**src/rtl/qq_value_router_seq_if.sv**
```systemverilog
// Command, result and key-BRAM signals of the sequential QuickQ value router.
// master = command issuer / BRAM owner, slave = the router itself.
interface qq_value_router_seq_if #(
    parameter int KEY_W  = 32,
    parameter int ADDR_W = 4
);
    logic              op_valid;
    logic              op_ready;
    logic [1:0]        op_code;
    logic [KEY_W-1:0]  op_key;
    logic              bram_rd_en;
    logic [ADDR_W-1:0] bram_addr;
    logic [KEY_W-1:0]  bram_rdata;
    logic              bram_we;
    logic [KEY_W-1:0]  bram_wdata;
    logic              done;
    logic              res_valid;
    logic [KEY_W-1:0]  res_key;
    logic              err;
    logic [ADDR_W:0]   count;
    logic              full;
    logic              empty;

    modport master (
        output op_valid, op_code, op_key, bram_rdata,
        input  op_ready, bram_rd_en, bram_addr, bram_we, bram_wdata,
        input  done, res_valid, res_key, err, count, full, empty
    );

    modport slave (
        input  op_valid, op_code, op_key, bram_rdata,
        output op_ready, bram_rd_en, bram_addr, bram_we, bram_wdata,
        output done, res_valid, res_key, err, count, full, empty
    );
endinterface

```
**src/rtl/qq_value_router_seq.sv**
```systemverilog
// Sequential QuickQ value router: keeps a sorted key array in a 1-cycle BRAM and
// services ENQ/DEQ/REPL by one read/compare/write pass over the occupied entries.
module qq_value_router_seq #(
    parameter int KEY_W     = 32,
    parameter int DEPTH     = 16,
    parameter int ADDR_W    = $clog2(DEPTH),
    parameter bit MIN_FIRST = 1'b1
) (
    input  logic                  clk,
    input  logic                  rst,
    qq_value_router_seq_if.slave  io
);
    typedef enum logic [2:0] {S_IDLE, S_RD, S_WR, S_TAIL, S_DONE} state_t;

    localparam logic [1:0]      OP_NOP  = 2'd0;
    localparam logic [1:0]      OP_ENQ  = 2'd1;
    localparam logic [1:0]      OP_DEQ  = 2'd2;
    localparam logic [ADDR_W:0] ONE     = (ADDR_W+1)'(1);
    localparam logic [ADDR_W:0] DEPTH_C = (ADDR_W+1)'(DEPTH);

    state_t            state_q, state_d;
    logic [1:0]        op_q, op_d;
    logic [KEY_W-1:0]  key_q, key_d;
    logic [ADDR_W:0]   idx_q, idx_d;
    logic [ADDR_W:0]   count_q, count_d;
    logic [KEY_W-1:0]  res_key_q, res_key_d;
    logic              done_q, done_d;
    logic              err_q, err_d;
    logic              res_vld_q, res_vld_d;
    logic              ready_q, ready_d;

    logic              rd_en, we;
    logic [ADDR_W:0]   addr;
    logic [KEY_W-1:0]  wdata;
    logic [ADDR_W:0]   idx_nxt, idx_m1, cnt_m1;
    logic              last, is_full, is_empty;

    // Strict order: an equal incoming key never displaces a stored one.
    function automatic logic prefer(input logic [KEY_W-1:0] a, input logic [KEY_W-1:0] b);
        prefer = MIN_FIRST ? (a < b) : (a > b);
    endfunction

    assign idx_nxt  = idx_q + ONE;
    assign idx_m1   = idx_q - ONE;
    assign cnt_m1   = count_q - ONE;
    assign last     = (idx_nxt == count_q);
    assign is_full  = (count_q == DEPTH_C);
    assign is_empty = (count_q == '0);

    always_comb begin
        state_d   = state_q;
        op_d      = op_q;
        key_d     = key_q;
        idx_d     = idx_q;
        count_d   = count_q;
        res_key_d = res_key_q;
        done_d    = 1'b0;
        err_d     = 1'b0;
        res_vld_d = 1'b0;
        rd_en     = 1'b0;
        we        = 1'b0;
        addr      = '0;
        wdata     = '0;
        case (state_q)
            S_IDLE: begin
                if (io.op_valid) begin
                    op_d  = io.op_code;
                    key_d = io.op_key;
                    idx_d = '0;
                    case (io.op_code)
                        OP_NOP: begin
                            state_d = S_DONE;
                            done_d  = 1'b1;
                        end
                        OP_ENQ: begin
                            if (is_full) begin
                                state_d = S_DONE;
                                done_d  = 1'b1;
                                err_d   = 1'b1;
                            end else begin
                                state_d = is_empty ? S_TAIL : S_RD;
                            end
                        end
                        default: begin
                            if (is_empty) begin
                                state_d = S_DONE;
                                done_d  = 1'b1;
                                err_d   = 1'b1;
                            end else begin
                                state_d = S_RD;
                            end
                        end
                    endcase
                end
            end
            S_RD: begin
                rd_en   = 1'b1;
                addr    = idx_q;
                state_d = S_WR;
            end
            S_WR: begin
                case (op_q)
                    OP_ENQ: begin
                        // Rewrite every slot; the losing key rides on to the next one.
                        we    = 1'b1;
                        addr  = idx_q;
                        idx_d = idx_nxt;
                        if (prefer(key_q, io.bram_rdata)) begin
                            wdata = key_q;
                            key_d = io.bram_rdata;
                        end else begin
                            wdata = io.bram_rdata;
                        end
                        state_d = last ? S_TAIL : S_RD;
                    end
                    OP_DEQ: begin
                        idx_d = idx_nxt;
                        if (idx_q == '0) begin
                            res_key_d = io.bram_rdata;
                        end else begin
                            we    = 1'b1;
                            addr  = idx_m1;
                            wdata = io.bram_rdata;
                        end
                        if (last) begin
                            state_d   = S_DONE;
                            done_d    = 1'b1;
                            res_vld_d = 1'b1;
                            count_d   = cnt_m1;
                        end else begin
                            state_d = S_RD;
                        end
                    end
                    default: begin
                        if (idx_q == '0) begin
                            res_key_d = io.bram_rdata;
                            idx_d     = idx_nxt;
                            state_d   = last ? S_TAIL : S_RD;
                        end else begin
                            we   = 1'b1;
                            addr = idx_m1;
                            if (prefer(key_q, io.bram_rdata)) begin
                                // New key lands here; the rest of the array is already in order.
                                wdata     = key_q;
                                state_d   = S_DONE;
                                done_d    = 1'b1;
                                res_vld_d = 1'b1;
                            end else begin
                                wdata   = io.bram_rdata;
                                idx_d   = idx_nxt;
                                state_d = last ? S_TAIL : S_RD;
                            end
                        end
                    end
                endcase
            end
            S_TAIL: begin
                we      = 1'b1;
                wdata   = key_q;
                state_d = S_DONE;
                done_d  = 1'b1;
                if (op_q == OP_ENQ) begin
                    addr    = count_q;
                    count_d = count_q + ONE;
                end else begin
                    addr      = cnt_m1;
                    res_vld_d = 1'b1;
                end
            end
            S_DONE: state_d = S_IDLE;
            default: state_d = S_IDLE;
        endcase
        ready_d = (state_d == S_IDLE);
    end

    always_ff @(posedge clk or posedge rst) begin
        if (rst) begin
            state_q   <= S_IDLE;
            op_q      <= OP_NOP;
            key_q     <= '0;
            idx_q     <= '0;
            count_q   <= '0;
            res_key_q <= '0;
            done_q    <= 1'b0;
            err_q     <= 1'b0;
            res_vld_q <= 1'b0;
            ready_q   <= 1'b1;
        end else begin
            state_q   <= state_d;
            op_q      <= op_d;
            key_q     <= key_d;
            idx_q     <= idx_d;
            count_q   <= count_d;
            res_key_q <= res_key_d;
            done_q    <= done_d;
            err_q     <= err_d;
            res_vld_q <= res_vld_d;
            ready_q   <= ready_d;
        end
    end

    assign io.op_ready   = ready_q;
    assign io.bram_rd_en = rd_en;
    assign io.bram_we    = we;
    assign io.bram_addr  = addr[ADDR_W-1:0];
    assign io.bram_wdata = wdata;
    assign io.done       = done_q;
    assign io.err        = err_q;
    assign io.res_valid  = res_vld_q;
    assign io.res_key    = res_key_q;
    assign io.count      = count_q;
    assign io.full       = is_full;
    assign io.empty      = is_empty;
endmodule

```
**src/flat_wrapper.sv**
```systemverilog
// flat-port wrapper written by rule: the top's interface ports become plain ports
module qq_value_router_seq_flat 
#(
    parameter int KEY_W     = 32,
    parameter int DEPTH     = 16,
    parameter int ADDR_W    = $clog2(DEPTH),
    parameter bit MIN_FIRST = 1'b1
)
  (clk, rst, io_op_valid, io_op_code, io_op_key, io_bram_rdata, io_op_ready, io_bram_rd_en, io_bram_addr, io_bram_we, io_bram_wdata, io_done, io_res_valid, io_res_key, io_err, io_count, io_full, io_empty);
  qq_value_router_seq_if #(.KEY_W(KEY_W), .ADDR_W(ADDR_W)) io_i ();
  input  logic clk;
  input  logic rst;
  input wire logic [$bits(io_i.op_valid)-1:0] io_op_valid;
  input wire logic [$bits(io_i.op_code)-1:0] io_op_code;
  input wire logic [$bits(io_i.op_key)-1:0] io_op_key;
  input wire logic [$bits(io_i.bram_rdata)-1:0] io_bram_rdata;
  output wire logic [$bits(io_i.op_ready)-1:0] io_op_ready;
  output wire logic [$bits(io_i.bram_rd_en)-1:0] io_bram_rd_en;
  output wire logic [$bits(io_i.bram_addr)-1:0] io_bram_addr;
  output wire logic [$bits(io_i.bram_we)-1:0] io_bram_we;
  output wire logic [$bits(io_i.bram_wdata)-1:0] io_bram_wdata;
  output wire logic [$bits(io_i.done)-1:0] io_done;
  output wire logic [$bits(io_i.res_valid)-1:0] io_res_valid;
  output wire logic [$bits(io_i.res_key)-1:0] io_res_key;
  output wire logic [$bits(io_i.err)-1:0] io_err;
  output wire logic [$bits(io_i.count)-1:0] io_count;
  output wire logic [$bits(io_i.full)-1:0] io_full;
  output wire logic [$bits(io_i.empty)-1:0] io_empty;
  assign io_i.op_valid = io_op_valid;
  assign io_i.op_code = io_op_code;
  assign io_i.op_key = io_op_key;
  assign io_i.bram_rdata = io_bram_rdata;
  assign io_op_ready = io_i.op_ready;
  assign io_bram_rd_en = io_i.bram_rd_en;
  assign io_bram_addr = io_i.bram_addr;
  assign io_bram_we = io_i.bram_we;
  assign io_bram_wdata = io_i.bram_wdata;
  assign io_done = io_i.done;
  assign io_res_valid = io_i.res_valid;
  assign io_res_key = io_i.res_key;
  assign io_err = io_i.err;
  assign io_count = io_i.count;
  assign io_full = io_i.full;
  assign io_empty = io_i.empty;
  qq_value_router_seq #(.KEY_W(KEY_W), .DEPTH(DEPTH), .ADDR_W(ADDR_W), .MIN_FIRST(MIN_FIRST)) u_core (.clk(clk), .rst(rst), .io(io_i));
endmodule
```
**config.mk**
```make
export PLATFORM = sky130hd
export DESIGN_NAME = qq_value_router_seq_flat
export DESIGN_NICKNAME = d
export VERILOG_FILES = /design/src/rtl/qq_value_router_seq_if.sv /design/src/rtl/qq_value_router_seq.sv /design/src/flat_wrapper.sv
export SDC_FILE = /design/constraint.sdc
export NUM_CORES = 1
export LEC_CHECK = 0
export ABC_AREA = 1
export CAP_MARGIN = 20
export CELL_PAD_IN_SITES_DETAIL_PLACEMENT = 1
export CELL_PAD_IN_SITES_GLOBAL_PLACEMENT = 1
export CORE_MARGIN = 2
export CORE_UTILIZATION = 37
export DETAILED_ROUTE_END_ITERATION = 12
export PLACE_DENSITY = 0.88
export SYNTH_ARGS = -nofsm -noshare
export SYNTH_HDL_FRONTEND = slang
export SYNTH_SLANG_ARGS = --single-unit
```
**constraint.sdc**
```tcl
create_clock -name clk -period 4.2 [get_ports clk]
set_clock_uncertainty 0.2 [all_clocks]
set_input_delay 1.26 -clock clk [delete_from_list [all_inputs] [get_ports clk]]
set_output_delay 1.26 -clock clk [all_outputs]
set_load 0.01 [all_outputs]
```
=== Word-level counts from Yosys, hierarchy flattened ===
Cells that the tools add are included.

* Register bits after elaboration: 83
* Latch bits: 0
* RAM bits: 0
* Bits in read-only memories: 0
* Bits of input ports: 69
* Output and inout port bits: 81
* Logic and storage cells: 95
* Memories kept: 0

* Add/subtract/negate cells: 4
* Multiply operators: 0
* Divide/modulo/power cells: 0
* $lt $le $gt $ge: 1
* Eq/ne operators: 15
* Shift operators: 0
* Multiplexer cells: 51
* Bitwise operators: 1
* Reductions and logical operators: 13

{| class="wikitable"
|+ Operator list
! cell !! count
|-
| two-way mux 32 bit || 6
|-
| case mux 32 bit (2 select lines) || 3
|-
| two-way mux 5 bit || 7
|-
| less-than comparator 32 bit || 1
|-
| case mux 5 bit (2 select lines) || 2
|-
| two-way mux 3 bit || 6
|-
| two-way mux 1 bit || 12
|-
| two-way mux 4 bit || 3
|-
| case mux 3 bit (2 select lines) || 2
|-
| case mux 3 bit (4 select lines) || 1
|-
| case mux 4 bit (3 select lines) || 1
|-
| adder 5 x 1 -> 5 bit (second input constant) || 2
|-
| zero test 5 bit || 2
|-
| inequality test 2 x 1 -> 1 bit (second input constant) || 5
|-
| case mux 1 bit (2 select lines) || 5
|-
| AND reduction 4 bit || 2
|-
| == test 3 x 2 -> 1 bit (second input constant) || 2
|-
| zero test 3 bit || 2
|-
| AND reduction 3 bit || 2
|-
| == test 5 bit || 1
|-
| == test 5 bit (second input constant) || 1
|-
| subtractor 5 x 1 -> 5 bit (second input constant) || 1
|-
| == test 2 x 1 -> 1 bit (second input constant) || 2
|-
| two-way mux 2 bit || 2
|-
| other kinds (11) || 12
|}

=== Depth between registers and ports, before layout ===
* Depth in word-level cells: 8
* Depth in mapped cells: 18
* Depth with buffers taken out: 17

=== Least setup slack after synthesis ===
No wires, ideal clock.

* Kind: input to output
* From: input port io_bram_rdata[17]
* To: output port io_bram_wdata[1]
* Arrival: 2.764 ns
* Required time: 2.740 ns
* Slack: -0.024 ns
* Stages on the path: 13
* Path buffers: 1
* Cell sequence: inv_1 ha_1 a21oi_1 o21ai_1 nand2_1 nand3_1 a21oi_4 buf_2 nand3b_1 nand3_1 nand3_1 nand2_1 nand2_1

* Longest elaborated chain between the ends: 5

{| class="wikitable"
|+ Ends and longest elaborated chain
! element !! line !! RTL
|-
| from (decl) || flat_wrapper.sv:16 || <nowiki>input wire logic [$bits(io_i.bram_rdata)-1:0] io_bram_rdata;</nowiki>
|-
| less-than comparator 32 bit (*) || qq_value_router_seq.sv:40 || <nowiki>prefer = MIN_FIRST ? (a < b) : (a > b);</nowiki>
|-
| two-way mux 32 bit (*) || qq_value_router_seq.sv:108, qq_value_router_seq.sv:142 ||
|-
| two-way mux 32 bit || qq_value_router_seq.sv:135 || <nowiki>if (idx_q == '0) begin</nowiki>
|-
| case mux 32 bit (2 select lines) (*) || qq_value_router_seq.sv:102 || <nowiki>case (op_q)</nowiki>
|-
| case mux 32 bit (2 select lines) (*) || qq_value_router_seq.sv:64 || <nowiki>case (state_q)</nowiki>
|-
| to (decl) || flat_wrapper.sv:21 || <nowiki>output wire logic [$bits(io_i.bram_wdata)-1:0] io_bram_wdata;</nowiki>
|}

Every way passes the cells marked *; elsewhere a longest branch is shown, timed or not.

=== Worst setup path in the final report ===
* From: input port io_bram_rdata[30]
* To: output port io_bram_wdata[19]

Same word-level chain as after synthesis.

==> flow_summary.ini <==
[status]
status = complete, but fails checks
failed_checks = negative setup slack

[critical_path]
worst_path_most_repeated_cell = nand2_2
r2r_setup_slack_ps = 940
cpMaxStageDelayCell = ha_4
cp_data_arrival_time_ps = 3450
critPathMaxStageDelay_ps = 230
start_kind = input pin
cp_max_fo = 7
crit_family = buffers and inverters
path_buf_inv = 7
critPathKind = input pin to output pin
end_kind = output pin
critical_path.cell_chain = buf_2 -> inv_1 -> ha_4 -> nand2_2 -> o21a_1 -> nand2_2 -> a21oi_4 -> buf_6 -> buf_6 -> nand2_8 -> buf_12 -> buf_16 -> nand2_8 -> nand3_4 -> nand2_2 -> nand2_2 -> nand2_1 -> buf_2
crit_required_ps = 2740

[sta]
whs_ps = 308
finalCritPeriodShare_pct = 117
worst_pin_slew_ps = 823
fmax_mhz = 204
setup_slack_ps = -707
hold_viol = 0
slew_headroom_pct = 45.1
fin_crit_ps = 4910
rsz0062_at_grt = true
drv_slew = 0
finalSetupViolCount = 32

[route]
routedWlPerCell_um = 25.2
drt-pass1-iter-count = 5
via_per_inst = 5.98
wl_um = 34700
detail_route.iter0.violations = 687
vias = 8246
drtAntennaViolNets = 0
drc_errors = 0

[floorplan]
dieArea_um2 = 19000
die_w_um = 138
start_util_pct = 38.1
rows = 48
core_region_area_um2 = 17400
io_pins = 150
die_height_um = 138

[yosys]
synth.avg_cell_area_um2 = 7.26
synth.cell_area_um2 = 6640
synth_edf_count = 0
syn_inst = 915
synthDistinctLibCells = 39
async_flop_share_pct = 100
yosysSeqAreaShare_pct = 31.3
syn_nets = 1023
synth_top_area_share_pct = 30.9
yosys-top-cells-area = dfrtp_1, nand2_1, nand3_1
synth-seq-cells = 83
synthFlopType = dfrtp_1
yosysWarningCount = 0
synth_area_leader_cell = dfrtp_1

[placement]
placed_cell_area_um2 = 8810
port-buffer-count = 149
place_congestion = 0.858
dp_hpwl_um = 17300

[global_routing]
antenna_found_initial = 0
grt_pass1_wl_um = 47500
gr-total-overflow = 0
grt_pass1_vias = 8673
grt_max_degree = 73
grtUsageTotal_pct = 33.1

[final_layout]
drive_above_1_share_pct = 41.5
mostFrequentLayoutCell = nand2_1
mostFrequentLayoutCells = nand2_1, nand3_1, buf_4
nFillCells = 2032
final-seq-area_um2 = 2080
multiInputGateArea_um2 = 5070
fin_area_um2 = 10700
finalNetCount = 1256
antenna_cells = 0
syn_to_final_growth_pct = 60.4

[clock_tree]
cts_buffers = 9
cts_root_buf = clkbuf_16
hold_buffers = 0
cts_tree = done
clock_latency_ps = 360
clkTransAtPathRegs_ps = 70
cts_num_sinks = 83
h-tree-depth = 3
clockBufferDepth = 2

[power]
peakVddDrop_v = 0.000417
power_leakage_uw = 0.00495
power_density_nw_per_um2 = 821

[min_path]
hold_class = flip-flop to flip-flop

[run]
maxCapViolCount = 0
-- layout make-up --
| type | instances | share of cell area, % |
|---|---|---|
| Clock buffer | 12 | 2.31 |
| Clock inverter | 4 | 0.470 |
| Inverter | 74 | 2.88 |
| Multi-Input combinational cell | 707 | 47.6 |
| Sequential cell | 83 | 19.5 |
| Tap cell | 225 | 2.64 |
| Timing Repair Buffer | 273 | 24.6 |
-- worst reg2reg max path: cells and delay by family, from the launching register on --
kind	cells	cell delay, ps
simple gates	4	1130
buf+inv	3	1020
flops	1	390
mux	1	410
-- cells in the mapped netlist, drive strengths merged (5+ instances only) --
master and number:
nand3 144, dfrtp 82, buf 33, ha 39, a21oi 21, o21ai 82
o211ai 5, clkbuf 18, nand2 292, nor2 26, nand3b 31, nand4 6
xor2 13, inv 72, mux2 32
-- per-stage QoR --
| step | total power, uW | std cells | setup slack [ps] | setup TNS [ps] | util (%) |
|---|---|---|---|---|---|
| finish | 8740 | 1378 | -707 | -19360 | 61.2 |
| global route | 9130 | 1378 | -756 | -20950 | 61.2 |
| CTS | 7720 | 1366 | -536 | -14760 | 58.0 |
| detailed placement | 6060 | 1312 | -1330 | -40980 | 50.6 |
| global placement | 5860 | 1312 | -1290 | -39890 | 50.6 |
| floorplan | 4320 | 915 | -8.26 | -157 | - |
-- metal layers --
layer	track usage [%]	up-vias	wire length, um
li1	-	3519	-
met1	39.2	4091	13300
met2	56.7	473	17000
met3	4.97	163	2370
met4	19.7	0	2010
met5	0	-	0
-- state kept, by name, summed over array words and instances (netlist names) --
| signal | cells |
|---|---|
| u_core.idx_q | 5 |
| u_core.io.res_valid | 1 |
| u_core.io.res_key | 32 |
| u_core.state_q | 3 |
| u_core.io.count | 5 |
| u_core.io.err | 1 |
| u_core.op_q | 2 |
| u_core.io.done | 1 |
| u_core.io.op_ready | 1 |
| u_core.key_q | 32 |
-- kinds of logic (layout without fill, tap and decap cells) --
| kind of cell | count (synthesis) | in the layout | share of synthesized area [%] |
|---|---|---|---|
| AND/OR/NAND/NOR | 503 | 503 | 33.9 |
| buffers and inverters | 125 | 363 | 8.50 |
| AO/OA/AOI/OAI | 117 | 117 | 11.4 |
| flip-flops | 83 | 83 | 31.3 |
| adder cells (fa/ha/maj) | 39 | 39 | 7.35 |
| multiplexers | 32 | 32 | 5.43 |
| XOR/XNOR | 16 | 16 | 2.11 |
-- power breakdown --
group / total (uW) / internal [uW] / switching [uW]
combinational: 6240 / 2660 / 3580
clock: 854 / 478 / 376
sequential: 1640 / 1190 / 450
total: 8740 / 4330 / 4410
-- repair_timing --
item                                    in CTS  in global routing
cloned                                       6                  0
setup buffers                               32                 14
pin swaps                                   87                 82
gates resized for setup                    451                109
hold endpoints to repair                     0                  0
endpoints found under the setup margin      32                 32
-- worst paths after layout --
kind                       depth (start not counted)                               from                                end
max                                               18                  io_bram_rdata[30]                  io_bram_wdata[19]
min                                                1  u_core.io.res_key[10]$_DFFE_PP0P_  u_core.io.res_key[10]$_DFFE_PP0P_
max reg2reg                                        8        u_core.state_q[2]$_DFF_PP0_   u_core.io.res_key[1]$_DFFE_PP0P_
min reg2reg                                        1  u_core.io.res_key[10]$_DFFE_PP0P_  u_core.io.res_key[10]$_DFFE_PP0P_
max in group asynchronous                          3                                rst  u_core.io.res_key[20]$_DFFE_PP0P_
min in group asynchronous                          3                                rst        u_core.state_q[0]$_DFF_PP0_
Power figures use the tool's default switching activity.
==> edit (same flow settings) <==
The 5 states of `state_t` get a one-hot encoding in 5 bits.
--- a/src/rtl/qq_value_router_seq.sv
+++ b/src/rtl/qq_value_router_seq.sv
@@ -12,3 +12,3 @@
 );
-    typedef enum logic [2:0] {S_IDLE, S_RD, S_WR, S_TAIL, S_DONE} state_t;
+    typedef enum logic [4:0] {S_IDLE = 5'b00001, S_RD = 5'b00010, S_WR = 5'b00100, S_TAIL = 5'b01000, S_DONE = 5'b10000} state_t;
 
Behaviour: no difference found for any inputs over 4 cycles, from zero or initial values and one cycle with rst high; so few cycles prove little.
==> edit against the unedited design <==
  * The run still ends with setup timing left
  * Critical path type unchanged
  * Synthesized cell count grew 5.7%
  * Highest routed layer unchanged
  * Wire length is 1.1% lower
  * Clock power rose by 8.9%
  * Synthesized area is 4.6% lower
  * Largest power group unchanged
  * Final area fell by 2.3%
  * Via count grew 0.90%
  * Total power fell by 21%
  * Register-to-register slack lost 0.05 ns
  * Sequential cell count up 2
  * Sequential share of layout area grew 0.96 points
  * Hold slack lost 0.022 ns
  * Setup slack is essentially flat
==> edit: results (changes against the unedited design) <==
** Run status
- The run finished, with violations left.
- Failing checks :: setup timing

** Finish
- Number of fillers in the final layout :: 1985 (-2.3%)

** GRT
- The wire length of the first global-routing pass was 47900 um (+0.84%).
- Global Route met1 Usage :: 0.412 (+0.0197)
- The maximum number of pins on one net before global-route repair came to 60 (-18%).
- The global routing usage on met2 was 0.582 (+0.0152).
- The met3 track utilization from global routing came to 0.0574 (+0.00772).
- The global routing usage summed across all routing layers came to 0.341 (+0.00961).

** Detailed routing
- Wire length on met1 :: 13000 um (-1.9%)
- Sum of routed wire length over all layers :: 34300 um (-1.1%)
- Routed wire length on met2 :: 16700 um (-1.7%)
- The vias per cell came to 5.96 (-0.40%).

** Synthesis
- The adder and majority cell fraction of the synthesized area is 0.0751 (+0.00158).
- XOR/XNOR share of the synthesized area :: 0.0207 (-0.000361)
- Sequential area share after synthesis :: 0.336 (+0.0232)
- The number of nets in the synthesized netlist is 1074 (+5.0%).

** Placement
- The cell area after placement was 8450 sq um (-4.1%).
- The worst-case setup slack after placement was -1.29 ns (+0.0431 ns).
- The count of placed standard cells including taps was 1344 (+2.4%).
- Placed wire-length estimate after detailed placement :: 16900 um (-2.4%)

** Timing
- Setup violation total in the final timing report :: 32 (unchanged)
- The aggregate negative setup slack is -18.10 ns (+1.25 ns).
- Min setup slack post-route :: -0.708 ns (-0.000146 ns)

** Power
- Share of total power in combinational logic :: 0.633 (-0.082)
- The clock network power consumption was 0.930 mW (+8.9%).
- The largest voltage drop on the vdd net is 0.333 mV (-20%).

** Worst setup path
- The critical path's largest stage delay is 0.26 ns (+0.03 ns).
[edit: cell count changes in the layout (fill, tap and decap cells not counted), moves of 11 or more]
cell | before | now
sky130_fd_sc_hd__buf_6 | 29 | 49
sky130_fd_sc_hd__nand2_2 | 47 | 66
sky130_fd_sc_hd__inv_1 | 37 | 67
sky130_fd_sc_hd__o21ai_0 | 45 | 76
sky130_fd_sc_hd__nand3_1 | 99 | 110
sky130_fd_sc_hd__buf_4 | 94 | 70
sky130_fd_sc_hd__nand2_1 | 221 | 283
sky130_fd_sc_hd__mux2_2 | 31 | 0
sky130_fd_sc_hd__o21ai_2 | 36 | 3
sky130_fd_sc_hd__buf_2 | 37 | 12
sky130_fd_sc_hd__nand3b_1 | 31 | 1
[edit: area by class of cell]
| class | instances | area [sq um] | area share |
|---|---|---|---|
| Timing Repair Buffer | 244 | 2550 | 0.245 |
| Clock inverter | 5 | 83.8 | 0.00806 |
| Inverter | 104 | 434 | 0.0417 |
| Multi-Input combinational cell | 727 | 4690 | 0.451 |
| Clock buffer | 11 | 243 | 0.0233 |
| Sequential cell | 85 | 2130 | 0.205 |
| Tap cell | 220 | 275 | 0.0265 |
[edit: final timing paths]
| path | start | depth (start not counted) | to | slack [ns] |
|---|---|---|---|---|
| max | io_bram_rdata[17] | 19 | io_bram_wdata[31] | -0.71 |
| min | u_core.io.res_key[1] | 2 | u_core.io.res_key[1] | 0.29 |
| max reg2reg | u_core.key_q[17] | 16 | u_core.key_q[27] | 0.89 |
| min reg2reg | u_core.io.res_key[1] | 2 | u_core.io.res_key[1] | 0.29 |
| max in group asynchronous | rst | 3 | u_core.state_q[0] | 1.97 |
| min in group asynchronous | rst | 2 | u_core.io.res_key[24] | 1.05 |
[edit: timing repair]
action                     CTS  global route
resized for setup          475           103
setup endpoints to repair   34            35
pin swaps                   86            84
cloned                       8             1
buffers inserted            24             5
[edit: worst reg2reg max path, stage by stage (launching register included)]
cell	delay, ns
sky130_fd_sc_hd__dfrtp_1	0.45
sky130_fd_sc_hd__ha_4	0.28
sky130_fd_sc_hd__a21oi_4	0.19
sky130_fd_sc_hd__o21ai_2	0.09
sky130_fd_sc_hd__nand2_2	0.09
sky130_fd_sc_hd__nand3_2	0.09
sky130_fd_sc_hd__a21oi_4	0.19
sky130_fd_sc_hd__buf_6	0.14
sky130_fd_sc_hd__nand2_8	0.06
sky130_fd_sc_hd__buf_12	0.13
sky130_fd_sc_hd__buf_4	0.13
sky130_fd_sc_hd__buf_8	0.13
sky130_fd_sc_hd__buf_4	0.15
sky130_fd_sc_hd__o21ai_4	0.20
sky130_fd_sc_hd__nand2_4	0.30
sky130_fd_sc_hd__nand2_1	0.27
sky130_fd_sc_hd__nand2_1	0.12
